### config.mk
export PLATFORM = sky130hd
export DESIGN_NAME = rtc_timekeeper
export DESIGN_NICKNAME = d
export VERILOG_FILES = /design/src/rtl/rtc_timekeeper.sv
export SDC_FILE = /design/constraint.sdc
export NUM_CORES = 1
export LEC_CHECK = 0
export ABC_AREA = 0
export BUFFER_PORTS_ARGS = -buffer_cell sky130_fd_sc_hd__buf_2
export CAP_MARGIN = 10
export CORE_MARGIN = 1
export CORE_UTILIZATION = 55
export CTS_CLUSTER_DIAMETER = 80
export DETAILED_ROUTE_END_ITERATION = 6
export PLACE_DENSITY = 0.79
export SYNTH_ARGS = -nofsm -noshare
export SYNTH_HDL_FRONTEND = slang
export SYNTH_SLANG_ARGS = --single-unit
### constraint.sdc
create_clock -name clk -period 3.1 [get_ports clk]
set_input_delay 0.62 -clock clk [delete_from_list [all_inputs] [get_ports clk]]
set_output_delay 0.62 -clock clk [all_outputs]
set_load 0.1 [all_outputs]
### src/rtl/rtc_timekeeper.sv
// Time-of-day counter: a prescaler turns the system clock into a one-cycle
// second tick that advances hh:mm:ss, with load, alarm, midnight and 12h view.
module rtc_timekeeper #(
  parameter int unsigned DIV = 50_000_000
) (
  input  logic       clk,
  input  logic       rst_n,
  input  logic       run,
  input  logic       load,
  input  logic [4:0] ld_hours,
  input  logic [5:0] ld_minutes,
  input  logic [5:0] ld_seconds,
  input  logic       alarm_en,
  input  logic [4:0] alarm_hours,
  input  logic [5:0] alarm_minutes,
  input  logic       mode_12h,
  output logic [5:0] seconds,
  output logic [5:0] minutes,
  output logic [4:0] hours,
  output logic [3:0] disp_hours,
  output logic       pm,
  output logic       sec_tick,
  output logic       day_pulse,
  output logic       alarm_hit,
  output logic       load_err
);

  localparam int PW = (DIV > 1) ? $clog2(DIV) : 1;
  localparam logic [PW-1:0] PRE_MAX = PW'(DIV - 1);

  logic [PW-1:0] presc_q, presc_d;
  logic [5:0]    sec_q, sec_d, min_q, min_d;
  logic [4:0]    hrs_q, hrs_d;
  logic          sec_tick_q, sec_tick_d, day_pulse_q, day_pulse_d;
  logic          alarm_hit_q, alarm_hit_d, load_err_q, load_err_d;

  logic          tick, ld_ok;
  logic [5:0]    sec_n, min_n;
  logic [4:0]    hrs_n;

  always_comb begin
    presc_d     = presc_q;
    sec_d       = sec_q;
    min_d       = min_q;
    hrs_d       = hrs_q;
    sec_tick_d  = 1'b0;
    day_pulse_d = 1'b0;
    alarm_hit_d = 1'b0;
    load_err_d  = 1'b0;

    tick  = run && (presc_q == PRE_MAX);
    ld_ok = (ld_hours < 5'd24) && (ld_minutes < 6'd60) && (ld_seconds < 6'd60);

    // Carry chain for the candidate next second.
    sec_n = sec_q + 6'd1;
    min_n = min_q;
    hrs_n = hrs_q;
    if (sec_q == 6'd59) begin
      sec_n = 6'd0;
      min_n = min_q + 6'd1;
      if (min_q == 6'd59) begin
        min_n = 6'd0;
        hrs_n = (hrs_q == 5'd23) ? 5'd0 : hrs_q + 5'd1;
      end
    end

    if (load) begin
      // Load wins over a coincident tick; a rejected load freezes everything.
      if (ld_ok) begin
        sec_d   = ld_seconds;
        min_d   = ld_minutes;
        hrs_d   = ld_hours;
        presc_d = '0;
      end else begin
        load_err_d = 1'b1;
      end
    end else if (tick) begin
      presc_d     = '0;
      sec_d       = sec_n;
      min_d       = min_n;
      hrs_d       = hrs_n;
      sec_tick_d  = 1'b1;
      day_pulse_d = (sec_n == 6'd0) && (min_n == 6'd0) && (hrs_n == 5'd0);
      alarm_hit_d = alarm_en && (sec_n == 6'd0) && (min_n == alarm_minutes)
                    && (hrs_n == alarm_hours);
    end else if (run) begin
      presc_d = presc_q + PW'(1);
    end
  end

  always_ff @(posedge clk or negedge rst_n) begin
    if (!rst_n) begin
      presc_q     <= '0;
      sec_q       <= '0;
      min_q       <= '0;
      hrs_q       <= '0;
      sec_tick_q  <= 1'b0;
      day_pulse_q <= 1'b0;
      alarm_hit_q <= 1'b0;
      load_err_q  <= 1'b0;
    end else begin
      presc_q     <= presc_d;
      sec_q       <= sec_d;
      min_q       <= min_d;
      hrs_q       <= hrs_d;
      sec_tick_q  <= sec_tick_d;
      day_pulse_q <= day_pulse_d;
      alarm_hit_q <= alarm_hit_d;
      load_err_q  <= load_err_d;
    end
  end

  logic [4:0] hrs_12;

  always_comb begin
    hrs_12 = hrs_q;
    if (hrs_q == 5'd0 || hrs_q == 5'd12) hrs_12 = 5'd12;
    else if (hrs_q > 5'd12)              hrs_12 = hrs_q - 5'd12;
    disp_hours = mode_12h ? hrs_12[3:0] : hrs_q[3:0];
    pm         = (hrs_q >= 5'd12);
  end

  assign seconds   = sec_q;
  assign minutes   = min_q;
  assign hours     = hrs_q;
  assign sec_tick  = sec_tick_q;
  assign day_pulse = day_pulse_q;
  assign alarm_hit = alarm_hit_q;
  assign load_err  = load_err_q;

endmodule

==> metrics.md, run 1 <==
| Metric | Value |
|---|---|
| Run status | complete, no violations |
| CP bufs+invs | 2 |
| Internal portion of total power | 1070 uW |
| Final net count | 485 |
| Number of cells produced by synthesis | 390 |
| Distinct cell type count after synthesis | 69 |
| Worst clock skew | 7.02 ps |
| Fraction of layout cells with a size suffix above 1 | 0.227 |
| Area added between synthesis and finish | 14.1% |
| Quantity of hold-fixing buffers added after cts | 0 |
| Number of remaining DRC errors | 0 |
| Crit path launch type | flip-flop |
| Peak ir drop on the vdd network | 0.404 mV |
| Worst-Skew Late Latency | 300 ps |
| Period utilisation layout | 0.937 |
| Required arrival time at the worst endpoint | 2480 ps |
| TritonCTS Buffers | 5 |
| Kind of cell adding the most delay to the critical path | buffers and inverters |
| Register bit total from synthesis | 47 |
| Largest stage delay, worst path | 470 ps |
| Leakage dissipation | 0.00164 uW |
| Cell type with the largest total area after synthesis | sky130_fd_sc_hd__dfrtp_1 |
| Top cells by area, synth | sky130_fd_sc_hd__dfrtp_1 (35%), sky130_fd_sc_hd__xor2_1 (6.3%), sky130_fd_sc_hd__nor2_1 (4.9%) |
| Total Negative Setup Slacks | 0 ps |
| Antenna violations before repair | 0 |
| Post-DRT Antenna Nets | 0 |
| Chip Width | 79.9 um |
| Hold Vio Cnt, Final | 0 |
| Post-CTS clock slew at the launch and capture registers of the worst setup and hold paths | 90 ps |
| # rows | 28 |
| Async set-reset flop share out of synthesis | 1.00 |
| Portion of synthesized cell area occupied by the leading cell type | 0.352 |
| Minimum period implied by the final worst setup slack | 2910 ps |
| RSZ-0062 raised after global routing | no |
| Per-cell via count in the routed design | 6.19 |
| Clock Path Buffers | 2 |
| Power density over the cells | 533 nW/um2 |
| Most frequent cells in the layout | sky130_fd_sc_hd__buf_2 (59), sky130_fd_sc_hd__dfrtp_1 (44), sky130_fd_sc_hd__nor2_1 (41), sky130_fd_sc_hd__nand2_1 (37), sky130_fd_sc_hd__xor2_1 (24) |
| Global route total overflow | 0 |
| Antenna cells | 0 |
| Root buffer cell | sky130_fd_sc_hd__clkbuf_8 |
| Count of cells along the worst register-to-register path | 7 |
| Synthesis warning total | 0 |
| Fin area | 3810 um2 |
| Most frequent standard cell in the layout excluding fill and tap cells | sky130_fd_sc_hd__buf_2 |
| Worst setup slack for register-to-register paths | 320 ps |
| Mean post-synth cell area | 8.57 um2 |
| Gate power share | 0.425 |
| Kind of capture point of the worst setup path | output pin |
| Number of max-cap violations | 0 |
| Flop pwr share | 0.371 |
| Post-CTS Setup Repair Bufs | 0 |
| Switching Power | 965 uW |
| Overall via count from detail_route | 3,211 |
| Die height | 79.9 um |
| Finish-stage setup viols | 0 |
| Worst hold path class | input pin to async pin |
| Critical-path top delay cell | sky130_fd_sc_hd__dfrtp_2 |
| Tightest Pin Transition | 868 ps |
| Number of gates resized after CTS | 0 |
| Die ar. | 6390 um2 |
| Core Area | 5890 um2 |
| Maximum number of pins on one net before global-route repair | 38 |
| Post-synth EDFFs | 0 |
| Switching power share of the total | 0.475 |
| Arrival time of the worst setup path | 2290 ps |
| Most instantiated flip-flop cell in the synthesis netlist | sky130_fd_sc_hd__dfrtp_1 |
| Final-layout worst hold slack | 426 ps |
| Clock tree from TritonCTS | done |
| Post-route total power | 2030 uW |
| Netlist area before placement | 3340 um2 |
| # clock sinks | 47 |
| 1st-iter DRT viols | 191 |
| Number of port buffers | 59 |
| Combined global-route utilization of all metal layers | 0.274 |
| Portion of the post-synthesis area used by sequential elements | 0.352 |
| Worst r2r dst | alarm_hit |
| Relative slew slack | 0.421 |
| Total detailed-routing wirelength | 8.48 mm |
| Critical path class | flip-flop to output pin |
| Top fanout value on the critical path | 9 |
| Total count of max-transition violations in the final report | 0 |
| Standard cell area after detailed placement | 3710 um2 |
| First-pass GRT wire length | 13.6 mm |
| Half-perimeter wire length after placement | 6.23 mm |
| Clock network fraction of design power | 0.204 |
| Crit-path cells | inv_1, ha_1, a211oi_1, o21ai_0, nor2_1, o21ai_4, buf_2 |
| First-pass DRT Iterations | 5 |
| Number of nets in the synthesized netlist | 432 |
| Dpl ws | 363 ps |
| Max Clk Rate | 344 MHz |
| # H-tree levels | 2 |
| Starting Density | 0.568 |
| RR Startpoint | seconds[0] |
| Drt wl/cell | 16.3 um |
| Final Wtd Congestion | 0.893 |
| Number of primary I/O pins | 60 |
| Worst Setup Slack, final | 194 ps |
| Via count of the first global-routing pass | 2,867 |
==> cells by family (layout without fill, tap and decap cells) <==
group / Yosys count / count (layout) / synth area share
compound gates: 85 / 85 / 0.165
mux: 10 / 10 / 0.0315
buf+inv: 25 / 79 / 0.0345
flops: 47 / 47 / 0.352
xor+xnor: 32 / 32 / 0.0839
simple gates: 183 / 183 / 0.303
fa+ha+maj: 8 / 8 / 0.0300
==> synth_stat cells (4+ instances only) <==
| cell type | instances |
|---|---|
| sky130_fd_sc_hd__nand2_1 | 37 |
| sky130_fd_sc_hd__o21ai_1 | 16 |
| sky130_fd_sc_hd__xnor2_1 | 8 |
| sky130_fd_sc_hd__nor2_1 | 44 |
| sky130_fd_sc_hd__inv_1 | 5 |
| sky130_fd_sc_hd__nand4_1 | 15 |
| sky130_fd_sc_hd__o21ai_0 | 11 |
| sky130_fd_sc_hd__a21boi_0 | 6 |
| sky130_fd_sc_hd__a31oi_1 | 4 |
| sky130_fd_sc_hd__ha_1 | 8 |
| sky130_fd_sc_hd__or3_1 | 4 |
| sky130_fd_sc_hd__nand2b_1 | 6 |
| sky130_fd_sc_hd__nand3_1 | 23 |
| sky130_fd_sc_hd__a21oi_1 | 15 |
| sky130_fd_sc_hd__dfrtp_1 | 47 |
| sky130_fd_sc_hd__nor4_1 | 6 |
| sky130_fd_sc_hd__and3_1 | 4 |
| sky130_fd_sc_hd__clkbuf_1 | 8 |
| sky130_fd_sc_hd__o22ai_1 | 6 |
| sky130_fd_sc_hd__xor2_1 | 24 |
| sky130_fd_sc_hd__nor3_1 | 11 |
| sky130_fd_sc_hd__mux2i_1 | 6 |
| sky130_fd_sc_hd__buf_2 | 8 |
| sky130_fd_sc_hd__mux2_2 | 4 |
==> routing by layer <==
layer | global-route usage | vias up | share of wire
met1 | 0.366 | 1534 | 0.44
met2 | 0.454 | 120 | 0.48
met4 | 0.102 | 0 | 0.020
met3 | 0.0320 | 18 | 0.061
met5 | 0 | - | 0
li1 | - | 1539 | -
==> power groups by stage <==
| stage | Combinational (uW) | Sequential (uW) | Clock [uW] |
|---|---|---|---|
| finish | 864 | 754 | 416 |
| global route | 911 | 765 | 439 |
| CTS | 862 | 750 | 419 |
| detailed placement | 860 | 763 | 0 |
| global placement | 851 | 759 | 0 |
| floorplan | 424 | 1020 | 0 |
==> layout make-up <==
class	instances	area, um2
clock buffers	7	96.3
clock inverters	1	7.51
fillers	521	2070
inverters	5	18.8
multi-input cells	318	2070
flip-flops and latches	47	1180
well taps	75	93.8
repair buffers	66	348
==> stage by stage <==
step                      cells  utilization
after floorplan             390            -
after global placement      511        0.630
after detailed placement    511        0.630
after CTS                   519        0.648
after global routing        519        0.648
final                       519        0.648
==> flip-flops by register name (all words and copies together) (netlist names) <==
| name | flops |
|---|---|
| alarm_hit | 1 |
| day_pulse | 1 |
| hours | 5 |
| load_err | 1 |
| minutes | 6 |
| presc_q | 26 |
| sec_tick | 1 |
| seconds | 6 |
==> worst register-to-register path, delay by kind of cell (launching register included) <==
family,cells,cell delay (ps)
AOI/OAI and AO/OA,1,140
and+or+nand+nor,4,1400
muxes,1,400
DFF,1,430
adders and majority gates,1,310
==> worst max path at each step <==
stage / endpoint / cells past startpoint / from / slack, ps
final: disp_hours[3] / 7 / hours[0] / 190
after global routing: alarm_hit / 7 / seconds[0] / 90
after CTS: disp_hours[3] / 7 / hours[0] / 220
after detailed placement: alarm_hit / 7 / seconds[0] / 360
after global placement: day_pulse / 7 / seconds[0] / 470
after floorplan: disp_hours[0] / 6 / hours[3] / -20
Power figures use the tool's default switching activity.
==> run 2, diff against run 1 <==
==> constraint.sdc (replaced) <==
create_clock -name clk -period 3.1 [get_ports clk]
set_input_delay 0 -clock clk [delete_from_list [all_inputs] [get_ports clk]]
set_output_delay 0 -clock clk [all_outputs]
set_load 0.1 [all_outputs]
==> metrics.md, run 2 (synthesis results as in run 1) <==
| Metric | Value |
|---|---|
| Die ar. | 6390 um2 (unchanged) |
| Number of port buffers | 59 (unchanged) |
| Final Wtd Congestion | 0.914 (was 0.893) |
| Overall via count from detail_route | 3,241 (was 3,211) |
| Relative slew slack | 0.280 (was 0.421) |
| Kind of capture point of the worst setup path | flip-flop (was output pin) |
| Number of remaining DRC errors | 0 (unchanged) |
| Count of placed standard cells in the final layout, fillers left out | 526 (was 519) |
| Antenna violations before repair | 0 (unchanged) |
| 1st-iter DRT viols | 291 (was 191) |
| Crit-path cells | ha_1, nor2b_1, and4_1, nand2b_1, o32a_1, or4_4, nor4_2 (was inv_1, ha_1, a211oi_1, o21ai_0, nor2_1, o21ai_4, buf_2) |
| Chip Width | 79.9 um (unchanged) |
| Core Util, Final | 0.657 (was 0.648) |
| Per-cell via count in the routed design | 6.16 (was 6.19) |
| TritonCTS Buffers | 5 (unchanged) |
| Period utilisation layout | 0.904 (was 0.937) |
| Antenna cells | 0 (unchanged) |
| Number of max-cap violations | 0 (unchanged) |
| Total detailed-routing wirelength | 8.65 mm (was 8.48 mm) |
| Critical path class | flip-flop to flip-flop (was flip-flop to output pin) |
| Placed insts | 508 (was 511) |
| Number of primary I/O pins | 60 (unchanged) |
| Worst r2r dst | day_pulse (was alarm_hit) |
| Post-DRT Antenna Nets | 0 (unchanged) |
| Fraction of layout cells with a size suffix above 1 | 0.206 (was 0.227) |
| Total Negative Setup Slacks | 0 ps (unchanged) |
| Minimum period implied by the final worst setup slack | 2800 ps (was 2910 ps) |
| Hold Vio Cnt, Final | 0 (unchanged) |
| Root buffer cell | sky130_fd_sc_hd__clkbuf_8 (unchanged) |
| Post-CTS Setup Repair Bufs | 0 (unchanged) |
| Most frequent standard cell in the layout excluding fill and tap cells | sky130_fd_sc_hd__buf_2 (unchanged) |
| Finish-stage setup viols | 0 (unchanged) |
| First-pass GRT wire length | 14.1 mm (was 13.6 mm) |
| Crit path launch type | flip-flop (unchanged) |
| Hold Path Origin | ld_minutes[5] |
| Count of cells along the worst register-to-register path | 7 (unchanged) |
| Maximum number of pins on one net before global-route repair | 48 (was 38) |
| Top fanout value on the critical path | 16 (was 9) |
| RR Startpoint | seconds[0] (unchanged) |
| Quantity of hold-fixing buffers added after cts | 9 (was 0) |
| # H-tree levels | 2 (unchanged) |
| Largest reg by FF count | presc_q (unchanged) |
| Clock tree from TritonCTS | done (unchanged) |
| Kind of cell adding the most delay to the critical path | simple AND/OR/NAND/NOR gates (was buffers and inverters) |
| Tightest Pin Transition | 1080 ps (was 868 ps) |
| Arrival time of the worst setup path | 3020 ps (was 2290 ps) |
| Starting Density | 0.568 (unchanged) |
| Worst Hold Endpoint | minutes[5] |
| Half-perimeter wire length after placement | 6.23 mm (about the same) |
| Largest stage delay, worst path | 630 ps (was 470 ps) |
| Leakage dissipation | 0.00167 uW (was 0.00164 uW) |
| Power density over the cells | 521 nW/um2 (was 533 nW/um2) |
| # clock sinks | 47 (unchanged) |
| Max Clk Rate | 357 MHz (was 344 MHz) |
| Area added between synthesis and finish | 15.7% (was 14.1%) |
| Via count of the first global-routing pass | 2,858 (was 2,867) |
| Die height | 79.9 um (unchanged) |
| Worst-Skew Late Latency | 300 ps (about the same) |
| Combined global-route utilization of all metal layers | 0.286 (was 0.274) |
| Final net count | 492 (was 485) |
| Run status | complete, no violations (unchanged) |
| Required arrival time at the worst endpoint | 3310 ps (was 2480 ps) |
| CP bufs+invs | 0 (was 2) |
| Core Area | 5890 um2 (unchanged) |
| Critical-path top delay cell | sky130_fd_sc_hd__and4_1 (was sky130_fd_sc_hd__dfrtp_2) |
| Worst clock skew | 10.4 ps (was 7.02 ps) |
| Peak ir drop on the vdd network | 0.350 mV (was 0.404 mV) |
| Clock Path Buffers | 2 (unchanged) |
| First-pass DRT Iterations | 5 (unchanged) |
| Worst setup slack for register-to-register paths | 300 ps (was 320 ps) |
| Hold depth | 3 |
| RSZ-0062 raised after global routing | no (unchanged) |
| Global route total overflow | 0 (unchanged) |
| Worst hold path class | input pin to flip-flop (was input pin to async pin) |
| Total count of max-transition violations in the final report | 0 (unchanged) |
| Drt wl/cell | 16.4 um (was 16.3 um) |
| Max FFs per register | 26 (unchanged) |
| Number of gates resized after CTS | 0 (unchanged) |
| Most frequent cells in the layout | sky130_fd_sc_hd__buf_2 (59), sky130_fd_sc_hd__dfrtp_1 (47), sky130_fd_sc_hd__nor2_1 (43), sky130_fd_sc_hd__nand2_1 (37), sky130_fd_sc_hd__xor2_1 (24) (was sky130_fd_sc_hd__buf_2 (59), sky130_fd_sc_hd__dfrtp_1 (44), sky130_fd_sc_hd__nor2_1 (41), sky130_fd_sc_hd__nand2_1 (37), sky130_fd_sc_hd__xor2_1 (24)) |
| Post-CTS clock slew at the launch and capture registers of the worst setup and hold paths | 100 ps (was 90 ps) |
| # rows | 28 (unchanged) |
==> run 2: cell types whose count changed in the layout (fill, tap and decap cells not counted), moves of 2 or more <==
cell and delta:
sky130_fd_sc_hd__dfrtp_2 -3, sky130_fd_sc_hd__buf_4 -3, sky130_fd_sc_hd__nor2_1 +2, sky130_fd_sc_hd__dlygate4sd3_1 +10, sky130_fd_sc_hd__nor2_2 -2, sky130_fd_sc_hd__dfrtp_1 +3
==> run 2: stage by stage <==
step                      total power (uW)  setup WS, ps  cell area [um2]  hold slack [ps]
after detailed placement              1610           377             3670              232
after CTS                             2020           362             3860            0.682
after floorplan                       1440          64.4             3340             -296
final                                 2010           299             3870             1.69
after global routing                  2110          98.9             3870             4.38
after global placement                1600           497             3670              230
==> run 2: metal layers <==
metal / part of all wire / global-route usage / routed length, um / vias to the layer above
met2: 0.48 / 0.468 / 4120 / 132
li1: - / - / - / 1554
met1: 0.45 / 0.396 / 3930 / 1547
met4: 0.011 / 0.0821 / 91 / 0
met5: 0 / 0 / 0 / -
met3: 0.058 / 0.0343 / 501 / 8
==> run 2: worst max path at each step <==
stage | from | end | slack [ps] | cells after the start
4_1_cts | seconds[0] | day_pulse | 360 | 7
5_1_grt | seconds[0] | alarm_hit | 100 | 7
2_1_floorplan | hours[2] | disp_hours[0] | 60 | 5
6_report | seconds[0] | day_pulse | 300 | 7
3_3_place_gp | seconds[0] | day_pulse | 500 | 7
3_5_place_dp | seconds[0] | day_pulse | 380 | 7
==> run 2: cell type report <==
class,count,area [um2]
clock buffer,6,82.6
clock inverter,2,13.8
fill,510,2020
inverter,5,18.8
multi-input combinational,318,2060
sequential,47,1180
tap,75,93.8
timing repair buffer,73,425
==> run 2: worst min-delay path: cells and delay by family <==
family,cells,cell delay [ps]
compound gates,2,170
buf+inv,1,90
==> run 2: power breakdown <==
part           internal [uW]  total (uW)  switching [uW]  leakage, uW
Combinational            211         863             652     0.000992
Sequential               657         755            97.9     0.000624
Clock                    183         395             212    0.0000516
==> run 3, diff against run 2 <==
==> constraint.sdc (replaced) <==
create_clock -name clk -period 3.2 [get_ports clk]
set_input_delay 0 -clock clk [delete_from_list [all_inputs] [get_ports clk]]
set_output_delay 0 -clock clk [all_outputs]
set_load 0.1 [all_outputs]
==> metrics.md, run 3 (synthesis results as in run 1) <==
| Metric | Value |
|---|---|
| Worst hold path class | input pin to flip-flop (unchanged) |
| Area taken by flip-flops and latches | 1180 um2 (unchanged) |
| Maximum number of pins on one net before global-route repair | 48 (unchanged) |
| Core Area | 5890 um2 (unchanged) |
| Worst clock skew | 15.2 ps (was 10.4 ps) |
| Post-DRT Antenna Nets | 0 (unchanged) |
| Global route total overflow | 0 (unchanged) |
| First-pass DRT Iterations | 6 (was 5) |
| Tightest Pin Transition | 1080 ps (about the same) |
| Via count of the first global-routing pass | 3,026 (was 2,858) |
| Total Negative Setup Slacks | 0 ps (unchanged) |
| Critical path class | flip-flop to flip-flop (unchanged) |
| Hold Vio Cnt, Final | 1 (was 0) |
| Antenna violations before repair | 0 (unchanged) |
| Crit-path cells | ha_1, nor2b_1, and4_1, mux2_2, nor4_1, o2111ai_1, nor4_1 (was ha_1, nor2b_1, and4_1, nand2b_1, o32a_1, or4_4, nor4_2) |
| Kind of capture point of the worst setup path | flip-flop (unchanged) |
| Relative slew slack | 0.283 (was 0.280) |
| Number of max-cap violations | 0 (unchanged) |
| Final net count | 498 (was 492) |
| Arrival time of the worst setup path | 3020 ps (about the same) |
| RSZ-0062 raised after global routing | no (unchanged) |
| Largest reg by FF count | presc_q (unchanged) |
| Quantity of hold-fixing buffers added after cts | 14 (was 9) |
| Die ar. | 6390 um2 (unchanged) |
| First-pass GRT wire length | 14.6 mm (was 14.1 mm) |
| Top fanout value on the critical path | 16 (unchanged) |
| TritonCTS Buffers | 5 (unchanged) |
| Required arrival time at the worst endpoint | 3420 ps (was 3310 ps) |
| Power density over the cells | 499 nW/um2 (was 521 nW/um2) |
| Largest stage delay, worst path | 630 ps (about the same) |
| Max Clk Rate | 358 MHz (was 357 MHz) |
| CP bufs+invs | 0 (unchanged) |
| Chip Width | 79.9 um (unchanged) |
| Per-cell via count in the routed design | 6.28 (was 6.16) |
| Leakage dissipation | 0.00169 uW (was 0.00167 uW) |
| Period utilisation layout | 0.874 (was 0.904) |
| Fraction of layout cells with a size suffix above 1 | 0.201 (was 0.206) |
| Crit path launch type | flip-flop (unchanged) |
| Number of remaining DRC errors | 0 (unchanged) |
| Peak ir drop on the vdd network | 0.328 mV (was 0.350 mV) |
| Worst-Skew Late Latency | 310 ps (was 300 ps) |
| Starting Density | 0.568 (unchanged) |
| Die height | 79.9 um (unchanged) |
| Post-CTS Setup Repair Bufs | 0 (unchanged) |
| Total count of max-transition violations in the final report | 0 (unchanged) |
| Multi-input gate area | 2050 um2 (was 2060 um2) |
| Clock tree from TritonCTS | done (unchanged) |
| 1st-iter DRT viols | 295 (was 291) |
| Clock Path Buffers | 2 (unchanged) |
| Drt wl/cell | 17.0 um (was 16.4 um) |
| # rows | 28 (unchanged) |
| Number of gates resized after CTS | 0 (unchanged) |
| Max FFs per register | 26 (unchanged) |
| Number of primary I/O pins | 60 (unchanged) |
| Number of port buffers | 59 (unchanged) |
| Total detailed-routing wirelength | 9.05 mm (was 8.65 mm) |
| Most numerous cell on the critical path | sky130_fd_sc_hd__nor4_1 |
| Combined global-route utilization of all metal layers | 0.296 (was 0.286) |
| Kind of cell adding the most delay to the critical path | simple AND/OR/NAND/NOR gates (unchanged) |
| Critical-path top delay cell | sky130_fd_sc_hd__and4_1 (unchanged) |
| # H-tree levels | 2 (unchanged) |
| Final Wtd Congestion | 0.923 (was 0.914) |
| # clock sinks | 47 (unchanged) |
| Final-layout worst hold slack | -0.154 ps (was 1.69 ps) |
| Finish-stage setup viols | 0 (unchanged) |
| Minimum period implied by the final worst setup slack | 2800 ps (about the same) |
| Most frequent standard cell in the layout excluding fill and tap cells | sky130_fd_sc_hd__buf_2 (unchanged) |
| Area added between synthesis and finish | 17.2% (was 15.7%) |
| Run status | complete, but fails checks (was complete, no violations) |
| Layout filler cell count | 484 (was 510) |
| Antenna cells | 0 (unchanged) |
| Most frequent cells in the layout | sky130_fd_sc_hd__buf_2 (59), sky130_fd_sc_hd__dfrtp_1 (47), sky130_fd_sc_hd__nor2_1 (43), sky130_fd_sc_hd__nand2_1 (37), sky130_fd_sc_hd__xor2_1 (24) (unchanged) |
| Root buffer cell | sky130_fd_sc_hd__clkbuf_8 (unchanged) |
| Post-CTS clock slew at the launch and capture registers of the worst setup and hold paths | 100 ps (about the same) |
| Overall via count from detail_route | 3,339 (was 3,241) |
| Violated checks | negative hold slack |
| Half-perimeter wire length after placement | 6.20 mm (was 6.23 mm) |
[run 3: path summary, 6_finish.rpt]
| check | from | endpoint | slack [ps] | depth (start not counted) |
|---|---|---|---|---|
| setup / recovery | seconds[0] | alarm_hit | 400 | 7 |
| hold / removal | ld_minutes[1] | minutes[1] | -0.2 | 3 |
| setup reg to reg | seconds[0] | alarm_hit | 400 | 7 |
| hold reg to reg | presc_q[1] | presc_q[1] | 540 | 1 |
| max in group asynchronous | rst_n | presc_q[18] | 2110 | 2 |
| min in group asynchronous | rst_n | alarm_hit | 420 | 2 |
[run 3: metrics by stage]
stage	total power (uW)	setup WS (ps)	util	instances	instance area, um2
2_1_floorplan	1390	19.6	-	390	3340
6_report	1950	404	0.665	532	3910
3_3_place_gp	1550	590	0.623	508	3670
3_5_place_dp	1560	468	0.623	508	3670
5_1_grt	2040	127	0.665	532	3910
4_1_cts	1950	462	0.662	530	3890
[run 3: worst min-delay path, stage by stage]
cell                      delay, ps
sky130_fd_sc_hd__buf_2           90
sky130_fd_sc_hd__o22ai_1         60
sky130_fd_sc_hd__a21oi_1        110
[run 3: layer usage]
| layer | vias to the layer above | routed length (um) | GRT usage |
|---|---|---|---|
| li1 | 1569 | - | - |
| met1 | 1593 | 3890 | 0.391 |
| met2 | 158 | 4350 | 0.491 |
| met3 | 19 | 624 | 0.0423 |
| met4 | 0 | 189 | 0.111 |
| met5 | - | 0 | 0 |
[run 3: report_power, final]
group / total, uW / switching [uW] / internal [uW]
clock: 373 / 219 / 154
sequential: 733 / 97.0 / 636
combinational: 846 / 639 / 208
[run 3: cell type report]
type                            instances  share of cell area
Inverter                                5             0.00480
Multi-Input combinational cell        318               0.524
Clock buffer                            5              0.0176
Timing Repair Buffer                   79               0.124
Sequential cell                        47               0.301
Tap cell                               75              0.0240
Clock inverter                          3             0.00480
